`config.mk`:
```
export PLATFORM = sky130hd
export DESIGN_NAME = datapath_core_flat
export DESIGN_NICKNAME = d
export VERILOG_FILES = /design/src/rtl/datapath_core_if.sv /design/src/rtl/datapath_core.sv /design/src/flat_wrapper.sv
export SDC_FILE = /design/constraint.sdc
export NUM_CORES = 2
export LEC_CHECK = 0
export ABC_AREA = 1
export CORE_MARGIN = 8
export CORE_UTILIZATION = 30
export CTS_BUF_LIST = sky130_fd_sc_hd__clkbuf_16
export CTS_CLUSTER_DIAMETER = 100
export DETAILED_ROUTE_END_ITERATION = 10
export GPL_TIMING_DRIVEN = 0
export HOLD_SLACK_MARGIN = 0.1
export PLACE_DENSITY = 0.52
export SKIP_LAST_GASP = 1
export SYNTH_ARGS = -nofsm -noshare
export SYNTH_HDL_FRONTEND = slang
export SYNTH_SLANG_ARGS = --single-unit
export TNS_END_PERCENT = 1
```
`constraint.sdc`:
```
create_clock -name clk -period 48.6 [get_ports clk]
set_input_delay 12.15 -clock clk [delete_from_list [all_inputs] [get_ports clk]]
set_output_delay 12.15 -clock clk [all_outputs]
set_load 0.02 [all_outputs]
```
`src/rtl/datapath_core_if.sv`:
```
// Control-unit to datapath bundle: bus source/load enables, external data, ALU
// command, and the datapath's bus, PC and status outputs.
interface datapath_core_if #(
    parameter int DATA_W = 32,
    parameter int NREGS  = 16
);
    localparam int RW = (NREGS > 1) ? $clog2(NREGS) : 1;

    logic [RW-1:0]     rd_idx;
    logic [RW-1:0]     wr_idx;
    logic              reg_out;
    logic              ba_out;
    logic              reg_in;
    logic              hi_in;
    logic              lo_in;
    logic              yin;
    logic              pc_in;
    logic              inc_pc;
    logic              hi_out;
    logic              lo_out;
    logic              zhi_out;
    logic              zlo_out;
    logic              pc_out;
    logic              ext_out;
    logic              c_out;
    logic [DATA_W-1:0] ext_data;
    logic [DATA_W-1:0] c_data;
    logic              zin;
    logic [3:0]        alu_op;
    logic [DATA_W-1:0] bus;
    logic [DATA_W-1:0] pc_q;
    logic              busy;
    logic              done;
    logic              div0;
    logic              bus_err;

    modport master (
        output rd_idx, wr_idx, reg_out, ba_out, reg_in, hi_in, lo_in, yin, pc_in,
               inc_pc, hi_out, lo_out, zhi_out, zlo_out, pc_out, ext_out, c_out,
               ext_data, c_data, zin, alu_op,
        input  bus, pc_q, busy, done, div0, bus_err
    );

    modport slave (
        input  rd_idx, wr_idx, reg_out, ba_out, reg_in, hi_in, lo_in, yin, pc_in,
               inc_pc, hi_out, lo_out, zhi_out, zlo_out, pc_out, ext_out, c_out,
               ext_data, c_data, zin, alu_op,
        output bus, pc_q, busy, done, div0, bus_err
    );
endinterface

```
`src/rtl/datapath_core.sv`:
```
// Shared-bus CPU datapath: register file, PC, HI/LO, Y, Z and ALU with iterative signed MUL/DIV.
// Single-cycle ops land in Z at the sampling edge; MUL takes DATA_W cycles, DIV DATA_W+1; zin is ignored while busy.
module datapath_core #(
    parameter int DATA_W = 32,
    parameter int NREGS  = 16
) (
    input logic            clk,
    input logic            clr,
    datapath_core_if.slave dp
);
    localparam int CW = $clog2(DATA_W);

    localparam logic [3:0] OP_ADD  = 4'd0,  OP_SUB  = 4'd1,  OP_AND = 4'd2,  OP_OR   = 4'd3;
    localparam logic [3:0] OP_SHR  = 4'd4,  OP_SHRA = 4'd5,  OP_SHL = 4'd6,  OP_ROR  = 4'd7;
    localparam logic [3:0] OP_ROL  = 4'd8,  OP_NEG  = 4'd9,  OP_NOT = 4'd10, OP_MUL  = 4'd11;
    localparam logic [3:0] OP_DIV  = 4'd12, OP_PASS = 4'd13;

    typedef enum logic [1:0] {S_IDLE, S_RUN, S_FIX, S_DONE} state_t;

    logic [DATA_W-1:0]   regs [NREGS];
    logic [DATA_W-1:0]   hi, lo, y, pc, bus;
    logic [2*DATA_W-1:0] z;
    logic                bus_err, busy, done, div0;
    logic [7:0]          srcs;
    state_t              state;

    assign srcs = {dp.reg_out, dp.hi_out, dp.lo_out, dp.zhi_out,
                   dp.zlo_out, dp.pc_out, dp.ext_out, dp.c_out};

    always_comb begin
        bus = '0;
        if (dp.reg_out)      bus = (dp.ba_out && dp.rd_idx == '0) ? '0 : regs[dp.rd_idx];
        else if (dp.hi_out)  bus = hi;
        else if (dp.lo_out)  bus = lo;
        else if (dp.zhi_out) bus = z[2*DATA_W-1:DATA_W];
        else if (dp.zlo_out) bus = z[DATA_W-1:0];
        else if (dp.pc_out)  bus = pc;
        else if (dp.ext_out) bus = dp.ext_data;
        else if (dp.c_out)   bus = dp.c_data;
    end

    always_ff @(posedge clk or posedge clr) begin
        if (clr) begin
            for (int i = 0; i < NREGS; i++) regs[i] <= '0;
            hi      <= '0;
            lo      <= '0;
            y       <= '0;
            pc      <= '0;
            bus_err <= 1'b0;
        end else begin
            if (dp.reg_in) regs[dp.wr_idx] <= bus;
            if (dp.hi_in)  hi <= bus;
            if (dp.lo_in)  lo <= bus;
            if (dp.yin)    y  <= bus;
            if (dp.pc_in)       pc <= bus;
            else if (dp.inc_pc) pc <= pc + DATA_W'(1);
            if ($countones(srcs) > 1) bus_err <= 1'b1;
        end
    end

    // Single-cycle ALU: A = Y, B = bus, shift amount from the low bits of B.
    logic [CW-1:0]       sh;
    logic [DATA_W:0]     add_r, sub_r;
    logic [2*DATA_W-1:0] rot_r, rot_l;
    logic [DATA_W-1:0]   alu_lo, alu_hi;

    assign sh    = bus[CW-1:0];
    assign add_r = {1'b0, y} + {1'b0, bus};
    assign sub_r = {1'b0, y} + {1'b0, ~bus} + {{DATA_W{1'b0}}, 1'b1};
    assign rot_r = {y, y} >> sh;
    assign rot_l = {y, y} << sh;

    always_comb begin
        alu_lo = '0;
        alu_hi = '0;
        case (dp.alu_op)
            OP_ADD:  begin alu_lo = add_r[DATA_W-1:0]; alu_hi = {{(DATA_W-1){1'b0}}, add_r[DATA_W]}; end
            OP_SUB:  begin alu_lo = sub_r[DATA_W-1:0]; alu_hi = {{(DATA_W-1){1'b0}}, sub_r[DATA_W]}; end
            OP_AND:  alu_lo = y & bus;
            OP_OR:   alu_lo = y | bus;
            OP_SHR:  alu_lo = y >> sh;
            OP_SHRA: alu_lo = $signed(y) >>> sh;
            OP_SHL:  alu_lo = y << sh;
            OP_ROR:  alu_lo = rot_r[DATA_W-1:0];
            OP_ROL:  alu_lo = rot_l[2*DATA_W-1:DATA_W];
            OP_NEG:  alu_lo = -bus;
            OP_NOT:  alu_lo = ~bus;
            OP_PASS: alu_lo = bus;
            default: alu_lo = '0;
        endcase
    end

    // Iterative unit: MUL adds shifted multiplicands, the MSB weight subtracts;
    // DIV works on magnitudes and restores signs in the FIX cycle.
    logic [CW-1:0]       cnt;
    logic [2*DATA_W-1:0] mcand, acc, partial, acc_nxt;
    logic [DATA_W-1:0]   mplier, quo, dvsr, a_save, mag_a, mag_b, q_fix, r_fix;
    logic [DATA_W:0]     rem, rem_sh, trial;
    logic                a_neg, q_neg, b_zero, is_div, last;

    assign last    = (cnt == CW'(DATA_W - 1));
    assign partial = mplier[0] ? mcand : '0;
    assign acc_nxt = last ? acc - partial : acc + partial;
    assign rem_sh  = {rem[DATA_W-1:0], quo[DATA_W-1]};
    assign trial   = rem_sh - {1'b0, dvsr};
    assign mag_a   = y[DATA_W-1] ? -y : y;
    assign mag_b   = bus[DATA_W-1] ? -bus : bus;
    assign q_fix   = q_neg ? -quo : quo;
    assign r_fix   = a_neg ? -rem[DATA_W-1:0] : rem[DATA_W-1:0];

    always_ff @(posedge clk or posedge clr) begin
        if (clr) begin
            state  <= S_IDLE;
            busy   <= 1'b0;
            done   <= 1'b0;
            div0   <= 1'b0;
            z      <= '0;
            cnt    <= '0;
            mcand  <= '0;
            mplier <= '0;
            acc    <= '0;
            rem    <= '0;
            quo    <= '0;
            dvsr   <= '0;
            a_save <= '0;
            a_neg  <= 1'b0;
            q_neg  <= 1'b0;
            b_zero <= 1'b0;
            is_div <= 1'b0;
        end else begin
            done <= 1'b0;
            case (state)
                S_IDLE, S_DONE: begin
                    state <= S_IDLE;
                    if (dp.zin) begin
                        if (dp.alu_op == OP_MUL || dp.alu_op == OP_DIV) begin
                            state  <= S_RUN;
                            busy   <= 1'b1;
                            cnt    <= '0;
                            is_div <= (dp.alu_op == OP_DIV);
                            mcand  <= {{DATA_W{y[DATA_W-1]}}, y};
                            mplier <= bus;
                            acc    <= '0;
                            quo    <= mag_a;
                            dvsr   <= mag_b;
                            rem    <= '0;
                            a_save <= y;
                            a_neg  <= y[DATA_W-1];
                            q_neg  <= y[DATA_W-1] ^ bus[DATA_W-1];
                            b_zero <= (bus == '0);
                        end else begin
                            z <= {alu_hi, alu_lo};
                        end
                    end
                end
                S_RUN: begin
                    cnt    <= cnt + CW'(1);
                    mcand  <= mcand << 1;
                    mplier <= mplier >> 1;
                    acc    <= acc_nxt;
                    if (!trial[DATA_W]) begin
                        rem <= trial;
                        quo <= {quo[DATA_W-2:0], 1'b1};
                    end else begin
                        rem <= rem_sh;
                        quo <= {quo[DATA_W-2:0], 1'b0};
                    end
                    if (last) begin
                        if (is_div) begin
                            state <= S_FIX;
                        end else begin
                            state <= S_DONE;
                            busy  <= 1'b0;
                            done  <= 1'b1;
                            z     <= acc_nxt;
                        end
                    end
                end
                S_FIX: begin
                    state <= S_DONE;
                    busy  <= 1'b0;
                    done  <= 1'b1;
                    if (b_zero) begin
                        z    <= {a_save, {DATA_W{1'b1}}};
                        div0 <= 1'b1;
                    end else begin
                        z <= {r_fix, q_fix};
                    end
                end
                default: state <= S_IDLE;
            endcase
        end
    end

    assign dp.bus     = bus;
    assign dp.pc_q    = pc;
    assign dp.busy    = busy;
    assign dp.done    = done;
    assign dp.div0    = div0;
    assign dp.bus_err = bus_err;
endmodule

```
`src/flat_wrapper.sv`:
```
// flat-port wrapper written by rule: the top's interface ports become plain ports
module datapath_core_flat 
#(
    parameter int DATA_W = 32,
    parameter int NREGS  = 16
)
  (clk, clr, dp_rd_idx, dp_wr_idx, dp_reg_out, dp_ba_out, dp_reg_in, dp_hi_in, dp_lo_in, dp_yin, dp_pc_in, dp_inc_pc, dp_hi_out, dp_lo_out, dp_zhi_out, dp_zlo_out, dp_pc_out, dp_ext_out, dp_c_out, dp_ext_data, dp_c_data, dp_zin, dp_alu_op, dp_bus, dp_pc_q, dp_busy, dp_done, dp_div0, dp_bus_err);
  datapath_core_if #(.DATA_W(DATA_W), .NREGS(NREGS)) dp_i ();
  input logic clk;
  input logic clr;
  input wire logic [$bits(dp_i.rd_idx)-1:0] dp_rd_idx;
  input wire logic [$bits(dp_i.wr_idx)-1:0] dp_wr_idx;
  input wire logic [$bits(dp_i.reg_out)-1:0] dp_reg_out;
  input wire logic [$bits(dp_i.ba_out)-1:0] dp_ba_out;
  input wire logic [$bits(dp_i.reg_in)-1:0] dp_reg_in;
  input wire logic [$bits(dp_i.hi_in)-1:0] dp_hi_in;
  input wire logic [$bits(dp_i.lo_in)-1:0] dp_lo_in;
  input wire logic [$bits(dp_i.yin)-1:0] dp_yin;
  input wire logic [$bits(dp_i.pc_in)-1:0] dp_pc_in;
  input wire logic [$bits(dp_i.inc_pc)-1:0] dp_inc_pc;
  input wire logic [$bits(dp_i.hi_out)-1:0] dp_hi_out;
  input wire logic [$bits(dp_i.lo_out)-1:0] dp_lo_out;
  input wire logic [$bits(dp_i.zhi_out)-1:0] dp_zhi_out;
  input wire logic [$bits(dp_i.zlo_out)-1:0] dp_zlo_out;
  input wire logic [$bits(dp_i.pc_out)-1:0] dp_pc_out;
  input wire logic [$bits(dp_i.ext_out)-1:0] dp_ext_out;
  input wire logic [$bits(dp_i.c_out)-1:0] dp_c_out;
  input wire logic [$bits(dp_i.ext_data)-1:0] dp_ext_data;
  input wire logic [$bits(dp_i.c_data)-1:0] dp_c_data;
  input wire logic [$bits(dp_i.zin)-1:0] dp_zin;
  input wire logic [$bits(dp_i.alu_op)-1:0] dp_alu_op;
  output wire logic [$bits(dp_i.bus)-1:0] dp_bus;
  output wire logic [$bits(dp_i.pc_q)-1:0] dp_pc_q;
  output wire logic [$bits(dp_i.busy)-1:0] dp_busy;
  output wire logic [$bits(dp_i.done)-1:0] dp_done;
  output wire logic [$bits(dp_i.div0)-1:0] dp_div0;
  output wire logic [$bits(dp_i.bus_err)-1:0] dp_bus_err;
  assign dp_i.rd_idx = dp_rd_idx;
  assign dp_i.wr_idx = dp_wr_idx;
  assign dp_i.reg_out = dp_reg_out;
  assign dp_i.ba_out = dp_ba_out;
  assign dp_i.reg_in = dp_reg_in;
  assign dp_i.hi_in = dp_hi_in;
  assign dp_i.lo_in = dp_lo_in;
  assign dp_i.yin = dp_yin;
  assign dp_i.pc_in = dp_pc_in;
  assign dp_i.inc_pc = dp_inc_pc;
  assign dp_i.hi_out = dp_hi_out;
  assign dp_i.lo_out = dp_lo_out;
  assign dp_i.zhi_out = dp_zhi_out;
  assign dp_i.zlo_out = dp_zlo_out;
  assign dp_i.pc_out = dp_pc_out;
  assign dp_i.ext_out = dp_ext_out;
  assign dp_i.c_out = dp_c_out;
  assign dp_i.ext_data = dp_ext_data;
  assign dp_i.c_data = dp_c_data;
  assign dp_i.zin = dp_zin;
  assign dp_i.alu_op = dp_alu_op;
  assign dp_bus = dp_i.bus;
  assign dp_pc_q = dp_i.pc_q;
  assign dp_busy = dp_i.busy;
  assign dp_done = dp_i.done;
  assign dp_div0 = dp_i.div0;
  assign dp_bus_err = dp_i.bus_err;
  datapath_core #(.DATA_W(DATA_W), .NREGS(NREGS)) u_core (.clk(clk), .clr(clr), .dp(dp_i));
endmodule
```
After elaboration in Yosys (flattened, before gate mapping):

Index checks and enable logic that the tools add are counted.

* output and inout port bits: 68
* bits of input ports: 94
* logic and storage cells: 173
* register bits after elaboration: 1007

* magnitude comparators: 4
* muxes and demuxes: 64
* bitwise operators: 6
* shift operators: 5
* reductions and logical operators: 15
* eq/ne operators: 22
* $add $sub $neg: 19

Operators with widths (count)
* $mux W32: 25
* $mux W64: 11
* $bwmux W512: 1
* $pmux W32 S12: 1
* $pmux W64 S2: 2
* $pmux W32 S2: 3
* $pmux W64 S3: 1
* $bmux W32 S4: 1
* $demux W32 S4: 1
* $neg A32 Y32: 4
* $add A32 B32 Y32: 3
* $add A32 B32 Y33: 2
* $add A64 B64 Y64: 1
* $shl A64 B5 Y64: 1
* $shr A64 B5 Y32: 1
* $sub A64 B64 Y64: 1
* $add A33 B1 Y33 const B: 1
* $sub A33 B32 Y33: 1
* $add A32 B1 Y32 const B: 1
* $and A32 B32 Y32: 1
* $gt A32 B2 Y1 const B: 1
* $logic_not A32 Y1: 1
* $not A32 Y32: 1
* $or A32 B32 Y32: 1
* other kinds (34): 68

Depth between registers and ports, before layout:

* depth in word-level cells: 15
* mapped depth: 37
* depth with buffers taken out: 36

Worst setup path before layout:

No wires, ideal clock.

* kind: input to output
* start point: in dp_ext_out
* end point: out dp_bus[3]
* path buffers: 5
* data arrival time: 13.984 ns
* stages on the path: 14
* required time: 36.450 ns
* path slack: 22.466 ns
* cells stage by stage: buf_2 > nor2_1 > buf_2 > nand2_1 > nand2_1 > nand2_1 > nand2_1 > nand2_1 > nand2_1 > nand2_1 > nand2_4 > buf_2 > buf_1 > clkbuf_1

* longest elaborated chain between the ends: 7

RTL lines
* start: declaration: RTL line flat_wrapper.sv:26 `input wire logic [$bits(dp_i.ext_out)-1:0] dp_ext_out;`
* $mux W32: RTL line datapath_core.sv:38 `else if (dp.ext_out) bus = dp.ext_data;`
* $mux W32: RTL line datapath_core.sv:37 `else if (dp.pc_out) bus = pc;`
* $mux W32: RTL line datapath_core.sv:36 `else if (dp.zlo_out) bus = z[DATA_W-1:0];`
* $mux W32: RTL line datapath_core.sv:35 `else if (dp.zhi_out) bus = z[2*DATA_W-1:DATA_W];`
* $mux W32: RTL line datapath_core.sv:34 `else if (dp.lo_out) bus = lo;`
* $mux W32: RTL line datapath_core.sv:33 `else if (dp.hi_out) bus = hi;`
* $mux W32: RTL line datapath_core.sv:32 `if (dp.reg_out) bus = (dp.ba_out && dp.rd_idx == '0) ? '0 : regs[dp.rd_idx];`
* end: declaration: RTL line flat_wrapper.sv:32 `output wire logic [$bits(dp_i.bus)-1:0] dp_bus;`

No other way between the ends.

Worst setup path after layout:

* start point: in dp_rd_idx[2]
* end point: out dp_bus[30]

* longest elaborated chain between the ends: 6
* elaborated cells on any way between the ends: 8
* classes of those cells: 5 x mux; 1 x bitwise; 2 x reduce/logical

RTL lines
* start: declaration: RTL line flat_wrapper.sv:11 `input wire logic [$bits(dp_i.rd_idx)-1:0] dp_rd_idx;`
* $not A4 Y5 (implied by the code): RTL line datapath_core.sv:32
* $bmux W32 S4: RTL line datapath_core.sv:32
* $mux W32 (implied by the code) (2 in a row): RTL line datapath_core.sv:32
* $mux W32 * (2 in a row): RTL line datapath_core.sv:32

Mark *: on every way between the ends. The rest lies on a longest branch, timed or not. The select of a mux whose other input is x is not followed.

==> impl_metrics.toml <==
[die]
die_h_um = 499
start_util_pct = 30.1
die-area_sq_um = 249000
die_w_um = 499
num_rows = 177
io-pin-count = 162
coreArea_sq_um = 232000

[synth]
ys_ff_latch = 1006
synth_cells = 10200
synth_area_sq_um = 69900
yosysUniqueCellTypes = 70
syn_area_per_cell_sq_um = 6.86
synth_edf_count = 0
synth_warnings = 0
ys_seq_area_share_pct = 36.0
synthFlopType = "dfrtp_1"
syn_nets = 10520
async_flop_share_pct = 100

[critical_path]
arrival_ps = 17600
end_kind = "output port"
critPathLaunchType = "primary input"
critPathMaxFanout = 11
crit_type = "primary input to output port"
cp.required_ps = 36450

[route]
drtAntennaViolNets = 0
drt-total-wl_um = 435000
wl_per_cell_um = 31.9
drt-vias-per-instance = 5.81
via_count = 79260
drcViolationCount = 0
drt_iter0_markers = 10909
dr.pass1.iters = 11

[power_and_ir_drop]
swShare_pct = 53.8
p_int_mw = 2.33
netSwitchingPower_mw = 2.72
pwr-share-clk_pct = 17.5
p_per_area_nw_per_um2 = 63.7
seqPwrFrac_pct = 25.6
total_power_mw = 5.05
comb_power_share_pct = 56.9
max-vdd-ir-drop_mv = 0.0463
p_leak_nw = 36.9

[clock_tree]
ctsResizeCount = 0
cts_tree = "yes"
clk_path_buf_depth = 3
insertion_delay_ps = 810
cts.reportedPaths.clkPinSlew_ps = 60
cts.sink_count = 1006
cts-htree-levels = 3
clock-root-buffer = "clkbuf_16"
cts_setup_buffers = 0
cts_buffers = 113
hold_buffers = 0

[timing]
timing.fmax_mhz = 33.6
finalHoldViolCount = 0
rsz0062_at_grt = "no"
drv_slew = 54
period_needed_ps = 29750
maxSlewHeadroom_pct = -6.73
skew_ps = 66.5
tightest_slew_ps = 1600
setup_viol = 0
fin_crit_sh_pct = 61.2
whs_ps = 471
tns_ps = 0

[layout]
final_common_cell = "nand2_1"
drive_above_1_share_pct = 5.23
final_nets = 10801
layout_common_cells = "nand2_1, o21ai_0, inv_1, dfrtp_1, a21oi_1"
syn_to_final_growth_pct = 13.4

[grt]
grt_start_max_net_pins = 126
grt_pass1_vias = 75048
grt-ovfl-total = 0
grt_pass1_wl_um = 596000
antenna_found_initial = 42
track_usage_pct = 33.3

[outcome]
violations = "max-capacitance violations, max-slew violations"
status = "finished, violations left"

[place]
dp_hpwl_um = 336000
globalplace.congestion = 1.05
port_buffers = 156

[min_path]
min_path_type = "flop to flop"

[job]
cap_violations = 6
-- routing by layer --
metal	vias to the layer above	routed length (um)	track usage, %
met5	-	143	0
met4	20	32600	20.3
met3	1109	40900	7.80
met2	4590	190000	51.7
met1	39033	172000	41.9
li1	34508	-	-
-- power by group through the flow --
stage	Clock, mW	Combinational, mW	Sequential, mW
floorplan	0	1.74	1.21
global placement	0	2.77	1.30
CTS	0.885	2.79	1.28
finish	0.883	2.88	1.29
global route	0.917	3.09	1.31
detailed placement	0	2.78	1.30
-- cell usage after synthesis, types with 22 or more instances --
| library cell | n | area share [%] |
|---|---|---|
| nor4_1 | 30 | 0.27 |
| inv_2 | 39 | 0.21 |
| o21ai_0 | 1039 | 7.4 |
| dfrtp_1 | 1006 | 36 |
| a21oi_1 | 982 | 7.0 |
| o22ai_1 | 53 | 0.47 |
| buf_6 | 45 | 0.72 |
| nand3_1 | 839 | 6.0 |
| o21ai_1 | 64 | 0.46 |
| nand4_1 | 82 | 0.73 |
| nor2_1 | 811 | 4.4 |
| xnor2_1 | 25 | 0.31 |
| o211ai_1 | 201 | 2.2 |
| o221ai_1 | 51 | 0.64 |
| nand2_1 | 2515 | 13 |
| buf_2 | 111 | 0.79 |
| inv_1 | 994 | 5.3 |
| nor2_2 | 22 | 0.20 |
| nand2_2 | 33 | 0.30 |
| clkbuf_1 | 378 | 2.0 |
| ha_1 | 218 | 3.9 |
| xor2_1 | 121 | 1.5 |
| nor3_1 | 65 | 0.47 |
| buf_4 | 30 | 0.32 |
| o21a_1 | 47 | 0.50 |
| buf_1 | 54 | 0.29 |
| a31oi_1 | 82 | 0.73 |
-- final timing paths --
path / end / cells past startpoint / startpoint / slack (ps)
min in group asynchronous: u_core.acc[38] / 2 / clr / 11860
setup / recovery: dp_bus[30] / 13 / dp_rd_idx[2] / 18850
hold / removal: u_core.dp.div0 / 1 / u_core.dp.div0 / 470
setup reg to reg: u_core.z[16] / 26 / u_core.regs[225] / 40820
max in group asynchronous: u_core.regs[222] / 5 / clr / 34440
hold reg to reg: u_core.dp.div0 / 1 / u_core.dp.div0 / 470
-- area by class of cell --
class | count | area, sq um
diodes | 24 | 60.1
plain buffers | 623 | 3020
clock buffers | 114 | 2850
clock inverters | 93 | 807
fillers | 25499 | 153000
inverters | 1049 | 3950
multi-input cells | 7522 | 37900
flip-flops and latches | 1006 | 25200
well taps | 3043 | 3810
repair buffers | 166 | 1820
-- stage by stage --
step / instances / util [%] / setup WS (ps) / instance area, sq um
3_5_place_dp: 13409 / 32.5 / 18570 / 75600
5_1_grt: 13618 / 34.1 / 18970 / 79300
2_1_floorplan: 10200 / - / 8140 / 69900
3_3_place_gp: 13399 / 32.4 / -6100 / 75300
4_1_cts: 13616 / 34.1 / 18570 / 79300
6_report: 13640 / 34.2 / 18850 / 79300
-- worst max-delay path, stage by stage --
cell	delay [ps]
clkdlybuf4s50_1	660
inv_2	130
nand2_1	260
buf_2	440
buf_2	390
a21oi_1	70
o21ai_0	90
nand3_1	90
o21ai_0	820
nand2_1	130
nand2_1	830
clkbuf_2	740
clkdlybuf4s50_1	750
-- sequential cells by signal (all words and copies together), names as in the netlist, 2 cells and up --
signal          flops
u_core.a_save      31
u_core.acc         64
u_core.cnt          5
u_core.dp.pc_q     32
u_core.dvsr        32
u_core.hi          32
u_core.lo          32
u_core.mcand       64
u_core.mplier      32
u_core.quo         32
u_core.regs       512
u_core.rem         32
u_core.state        2
u_core.y           32
u_core.z           64
-- cell families (layout without fill, tap and decap cells) --
group / after synthesis / count (layout) / synth area share (%)
xor+xnor: 146 / 146 / 1.83
other cells: 0 / 24 / 0
fa+ha+maj: 226 / 226 / 4.13
flops: 1006 / 1006 / 36.0
compound gates: 2653 / 2653 / 21.0
simple gates: 4497 / 4497 / 27.1
buf+inv: 1672 / 2045 / 9.90
(Power assumes the default switching activity.)
